`src/rtl/pipe_sel_mux.sv`:
```
// Registered N-input operand-select mux for the EX operand path.
// One-cycle latency with valid, stall hold, flush and illegal-select tracking.
module pipe_sel_mux #(
   parameter int WIDTH      = 32,
   parameter int NUM_IN     = 3,
   parameter int SEL_W      = 2,
   parameter int DEFAULT_IN = 0
) (
   input  logic                    clk,
   input  logic                    rst,
   input  logic [NUM_IN*WIDTH-1:0] in_bus,
   input  logic [SEL_W-1:0]        sel,
   input  logic                    in_valid,
   input  logic                    stall,
   input  logic                    flush,
   input  logic                    err_clr,
   output logic [WIDTH-1:0]        out_data,
   output logic                    out_valid,
   output logic [SEL_W-1:0]        out_sel,
   output logic                    sel_err,
   output logic [7:0]              err_count
);

   logic             sel_ok;
   logic [SEL_W-1:0] eff;
   logic [WIDTH-1:0] pick;
   logic             bad_ev;

   logic [WIDTH-1:0] data_d, data_q;
   logic             valid_d, valid_q;
   logic [SEL_W-1:0] osel_d, osel_q;
   logic             err_d, err_q;
   logic [7:0]       cnt_d, cnt_q;

   // Resolve the effective index and select the operand; every sel is covered.
   always_comb begin
      sel_ok = (int'(sel) < NUM_IN);
      eff    = sel_ok ? sel : SEL_W'(DEFAULT_IN);
      pick   = in_bus[DEFAULT_IN*WIDTH +: WIDTH];
      for (int k = 0; k < NUM_IN; k++) begin
         if (eff == SEL_W'(k)) pick = in_bus[k*WIDTH +: WIDTH];
      end
   end

   // Next state for the pipeline register: flush beats stall beats load.
   always_comb begin
      data_d  = data_q;
      valid_d = valid_q;
      osel_d  = osel_q;
      if (flush) begin
         data_d  = '0;
         valid_d = 1'b0;
         osel_d  = '0;
      end else if (!stall) begin
         data_d  = pick;
         valid_d = in_valid;
         osel_d  = eff;
      end
   end

   // Sticky error and saturating counter; a new event outranks err_clr.
   always_comb begin
      bad_ev = in_valid && !sel_ok && !stall && !flush;
      err_d  = err_q;
      cnt_d  = cnt_q;
      if (bad_ev) begin
         err_d = 1'b1;
         if (err_clr)             cnt_d = 8'd1;
         else if (cnt_q != 8'hFF) cnt_d = cnt_q + 8'd1;
      end else if (err_clr) begin
         err_d = 1'b0;
         cnt_d = 8'd0;
      end
   end

   // State registers with asynchronous reset.
   always_ff @(posedge clk or posedge rst) begin
      if (rst) begin
         data_q  <= '0;
         valid_q <= 1'b0;
         osel_q  <= '0;
         err_q   <= 1'b0;
         cnt_q   <= 8'd0;
      end else begin
         data_q  <= data_d;
         valid_q <= valid_d;
         osel_q  <= osel_d;
         err_q   <= err_d;
         cnt_q   <= cnt_d;
      end
   end

   assign out_data  = data_q;
   assign out_valid = valid_q;
   assign out_sel   = osel_q;
   assign sel_err   = err_q;
   assign err_count = cnt_q;

endmodule

```
`config.mk`:
```
export PLATFORM = sky130hd
export DESIGN_NAME = pipe_sel_mux
export DESIGN_NICKNAME = d
export VERILOG_FILES = /design/src/rtl/pipe_sel_mux.sv
export SDC_FILE = /design/constraint.sdc
export NUM_CORES = 1
export LEC_CHECK = 0
export CAP_MARGIN = 20
export CORE_UTILIZATION = 28
export CTS_BUF_LIST = sky130_fd_sc_hd__clkbuf_8
export CTS_CLUSTER_SIZE = 40
export DETAILED_ROUTE_END_ITERATION = 10
export GPL_TIMING_DRIVEN = 0
export PLACE_DENSITY_LB_ADDON = 0.3
export SYNTH_ARGS = -nofsm -noshare
export SYNTH_HDL_FRONTEND = slang
export SYNTH_SLANG_ARGS = --single-unit
```
`constraint.sdc`:
```
create_clock -name clk -period 1.7 [get_ports clk]
set_input_delay 0.255 -clock clk [delete_from_list [all_inputs] [get_ports clk]]
set_output_delay 0.255 -clock clk [all_outputs]
set_load 0.01 [all_outputs]
```
# [Yosys cells after proc, flatten, opt, wreduce, memory -nomap -nowiden]
# Cells that the tools add are included.
[word_totals] ff_bits=44 latchBits=0 mem_bits_rw=0 mem_bits_ro=0 in_bits=104 output_inout_bits=44 word_cells=35 memories=0
[classes] addsub=1 mul=0 div=0 n_lt_le_gt_ge=1 eq_ne=4 n_shift=0 muxes=15 n_bitwise=0 n_reduce_logical=9
[op_table] cell="$mux W32" n=4
[op_table] cell="$mux W8" n=4
[op_table] cell="$add A8 B1 Y8 const B" n=1
[op_table] cell="$ne A8 B8 Y1 const B" n=1
[op_table] cell="$mux W2" n=3
[op_table] cell="$mux W1" n=4
[op_table] cell="$reduce_bool A2 Y1" n=2
[op_table] cell="$logic_and A1 B1 Y1" n=3
[op_table] cell="$logic_not A1 Y1" n=3
[op_table] cell="$eq A2 B1 Y1 const B" n=1
[op_table] cell="$eq A2 B2 Y1 const B" n=1
[op_table] cell="$lt A2 B2 Y1 const B" n=1
[op_table] cell="$ne A2 B1 Y1 const B" n=1
[op_table] cell="$reduce_and A2 Y1" n=1

# [Logic depth before layout (Yosys ltp)]
# Gate-level depths: netlist (run 1).
[logic_depth] word_depth=7 depth_mapped=6 depth_no_buf=5

# [Least setup slack after synthesis (run 1)]
# OpenSTA, ideal clock, no wires.
[synth_timing] path_kind="register -> register" from="reg cnt_q[0] (netlist: err_count[0])" to="reg cnt_q[5] (netlist: err_count[5])" setup_time_ns=0.125 arrival_time_ns=1.530 path_slack_ns=0.045 path_stages_with_launch=6 synth_period_minus_slack_ns=1.655 path_cell_list="dfrtp_1 ha_1 nand2_1 nor3_1 nor4_1 mux2_2"
[synth_between] elab_chain_cells=4 elab_cells_between_ends=7 classes_between="add/sub: 1; eq/ne: 1; mux: 3; reduce/logical: 2"
[synth_lines] item="from (decl)" line_no="33" text="logic [7:0] cnt_d, cnt_q;"
[synth_lines] item="from (signal assigned)" line_no="89" text="cnt_q <= cnt_d;"
[synth_lines] item="$add A8 B1 Y8" line_no="69" text="else if (cnt_q != 8'hFF) cnt_d = cnt_q + 8'd1;"
[synth_lines] item="$mux W8" line_no="69"
[synth_lines] item="$mux W8" line_no="68" text="if (err_clr) cnt_d = 8'd1;"
[synth_lines] item="$mux W8" line_no="66" text="if (bad_ev) begin"
# Parallel ways exist; a longest one is shown, timed or not. The select of a mux whose other input is x is not followed.
# A chain may end at the register's enable or synchronous reset.

# [Final worst setup path (run 1)]
[layout_timing] from="reg cnt_q[2] (netlist: err_count[2])" to="out err_count[2]"
[layout_rtl] item="to (decl)" line_no="21" text="output logic [7:0] err_count"
# No word-level cell between the ends.

==> results of run 1 <==
[sequential cells by signal, summed over array words and instances (netlist names)]
signal     flops
err_count      8
out_data      32
sel_err        1
out_sel        2
out_valid      1
[area by class of cell]
cell class	count	area [µm²]	area share
multi-input combinational	240	1662	0.3569
timing repair buffer	145	1466	0.3150
sequential	44	1101	0.2365
tap	133	166.4	0.03574
buffer	32	152.6	0.03279
clock buffer	6	82.58	0.01774
inverter	4	15.01	0.003225
clock inverter	2	7.507	0.001612
antenna	1	2.502	0.0005375
[through the flow]
stage	utilization	cells	hold slack, ns	TNS, ns	setup WS, ns
after floorplan	-	320	0.4080	0	0.04528
after global placement	0.4542	597	0.5057	-43.24	-0.6571
after detailed placement	0.4569	598	0.5109	-20.35	-0.7135
after CTS	0.4683	606	0.3343	0	0.02016
after global routing	0.4698	607	0.3683	0	0.01908
final	0.4698	607	0.3177	0	0.1055
[cell families after synthesis]
kind of cell	count (synthesis)	synth area share
fa+ha+maj	1	0.004325
simple gates	93	0.1713
flops	44	0.3806
compound gates	112	0.2699
mux	34	0.1181
buf+inv	36	0.05579
[cell usage in the layout (no fill, tap or decap), types with 4 or more instances in the layout]
| cell | Yosys | routed |
|---|---|---|
| inv_1 | 4 | 5 |
| dfrtp_1 | 44 | 44 |
| clkdlybuf4s50_1 | 0 | 142 |
| clkbuf_8 | 0 | 6 |
| nor2b_1 | 33 | 33 |
| clkbuf_1 | 23 | 20 |
| a211o_1 | 32 | 32 |
| mux2i_1 | 33 | 33 |
| nand2_1 | 34 | 33 |
| a21oi_1 | 38 | 38 |
| buf_4 | 4 | 4 |
| nor2_1 | 9 | 9 |
| a211oi_1 | 33 | 33 |
[metal layers]
| layer | up-vias | wire (µm) | global-route usage |
|---|---|---|---|
| met2 | 112 | 4634 | 0.3073 |
| met5 | - | 0 | 0 |
| met4 | 0 | 110 | 0.05383 |
| met3 | 10 | 550 | 0.03021 |
| li1 | 1478 | - | - |
| met1 | 1410 | 4521 | 0.2324 |
[worst min-delay path by stage]
stage | end | from | depth (start not counted)
after global placement | out_data[26]$_DFFE_PP0P_ | out_data[26]$_DFFE_PP0P_ | 2
after floorplan | out_valid$_DFFE_PP0P_ | in_valid | 2
final | out_data[4]$_DFFE_PP0P_ | rst | 2
after CTS | out_data[4]$_DFFE_PP0P_ | rst | 2
after detailed placement | out_data[19]$_DFFE_PP0P_ | out_data[19]$_DFFE_PP0P_ | 2
after global routing | out_data[4]$_DFFE_PP0P_ | rst | 2
[power breakdown]
group	switching (mW)	leakage [nW]	internal, mW	total, mW
clock	0.361	0.0538	0.320	0.681
sequential	0.0331	0.589	1.10	1.13
combinational	0.341	1.27	0.465	0.806
total	0.735	1.92	1.89	2.62
[repair_timing]
item | CTS | global route
setup endpoints to repair | 39 | 6
cloned | 0 | 0
hold endpoints to repair | 0 | 0
hold buffers | 0 | 0
gates resized for setup | 8 | 5
pin swaps | 0 | 1
==> metrics.md, run 1 <==
| Metric | Value |
|---|---|
| Status | completed |
| Synth cell count leaders | 44 x dfrtp_1, 38 x a21oi_1, 34 x nand2_1 |
| Clock skew | 0.002998 ns |
| Postcts setup bufs | 0 |
| H-tree depth | 2 |
| Leakage dissipation | 1.917 nW |
| PnR Total Power | 2.622 mW |
| Count leader, synth | dfrtp_1 |
| First-pass GRT wire length | 15,750 µm |
| FF-to-FF End | err_count[5]$_DFFE_PP0P_ |
| Die area | 10,740 µm² |
| Max incr delay on CP | 0.59 ns |
| Number of flops mapped to enable cells by yosys | 0 |
| Initial antenna violation count | 1 |
| Top post-synthesis cells by area | dfrtp_1 38%, mux2i_1 11%, a211o_1 9.7%, a211oi_1 8.6%, nor2b_1 7.1% |
| Cell area power density | 563.2 nW/µm² |
| GRT overflow | 0 |
| Avg Vias per Cell | 4.959 |
| FF-to-FF path depth | 5 |
| Die height | 103.6 µm |
| Async SR Flop Fraction | 1.000 |
| Finished Cell Area | 4656 µm² |
| Number of distinct library cells after synthesis | 35 |
| Worst setup path startpoint | err_count[2]$_DFFE_PP0P_ |
| Largest net degree at the start of global routing | 24 |
| CP Cell Sequence | clkdlybuf4s50_1 |
| Clock Sinks | 44 |
| Die X | 103.6 µm |
| Starting Density | 0.2919 |
| Clock tree root driver cell | clkbuf_8 |
| Placed cell area | 4528 µm² |
| Clock Latency Late Sink | 0.29 ns |
| Syn Nets | 425 |
| Max-cap viol count | 0 |
| Worst hold path type | input pin to asynchronous set/reset pin |
| Placer Congestion | 0.7715 |
| Vias in the first global route | 3,089 |
| Reg2reg start | err_count[0]$_DFFE_PP0P_ |
| Worst endpoint data arrival time | 1.34 ns |
| Delay-heaviest family, CP | buffers and inverters |
| IO Pins | 148 |
| Synth top area share | 0.3806 |
| Max FO, Critical Path | 6 |
| Clock transition at path regs | 0.08 ns |
| Fmax | 627.2 MHz |
| Slowest library cell on the worst path | clkdlybuf4s50_1 |
| Startpoint Class | flip-flop |
| Fin crit share | 0.9379 |
| PortBufs | 144 |
| DRT Pass-1 Iters | 4 |
| Final hold violation count | 0 |
| Endpoint class of the critical path | output port |
| Cell Area, Synth | 2893 µm² |
| Final Slew Violations | 0 |
| Peak VDD IR | 0.2439 mV |
| Drt wl/cell | 16.17 µm |
| Via count | 3,010 |
| R2r setup slk | 0.15 ns |
| CP Capture Point | err_count[2] |
| Starting DRT DRC Count | 93 |
| Max Root-Sink Buffers | 2 |
| Core region area | 9910 µm² |
| Seq/Total Area, Yosys | 0.3806 |
| Total track usage | 0.1802 |
| Slew @ Worst Pin | 0.5785 ns |
| Crit path depth | 1 |
| Yosys warns | 0 |
| Area growth syn-to-layout | 60.94% |
| Final layout net count | 577 |
| Final Setup Violations | 0 |
| Layout cells sized above 1 | 0.05285 |
| DP HPWL | 7249 µm |
| Routed Antenna Nets | 0 |
| WS Path Type | flip-flop to output port |
| # rows | 36 |
| Crit path time final | 1.594 ns |
| Final WL | 9817 µm |
| CP Buf/Inv Count | 1 |
| Average cell area after synthesis | 9.040 µm² |
| RSZ-0062 raised after global routing | no |
| TritonCTS clock tree | yes |
| Fillers | 953 |
| Remaining DRCs | 0 |
| Critical path required time | 1.44 ns |
| Clock buffer count from CTS | 5 |
| Top_reg_cell synth | dfrtp_1 |
| Synthesized flop and latch total | 44 |
| Synthesized instance count | 320 |
| Area leader, netlist | dfrtp_1 |
| Slew Limit Headroom | 0.6144 |
Note: power is estimated with default switching activity, not from simulation.
==> run 2, diff against run 1 <==
--- a/config.mk
+++ b/config.mk
@@ -8,7 +8,6 @@
 export CAP_MARGIN = 20
 export CORE_UTILIZATION = 28
 export CTS_BUF_LIST = sky130_fd_sc_hd__clkbuf_8
-export CTS_CLUSTER_SIZE = 40
 export DETAILED_ROUTE_END_ITERATION = 10
 export GPL_TIMING_DRIVEN = 0
 export PLACE_DENSITY_LB_ADDON = 0.3
==> results of run 2 <==
The final DEF is identical to that of run 1; final timing and power are the same.
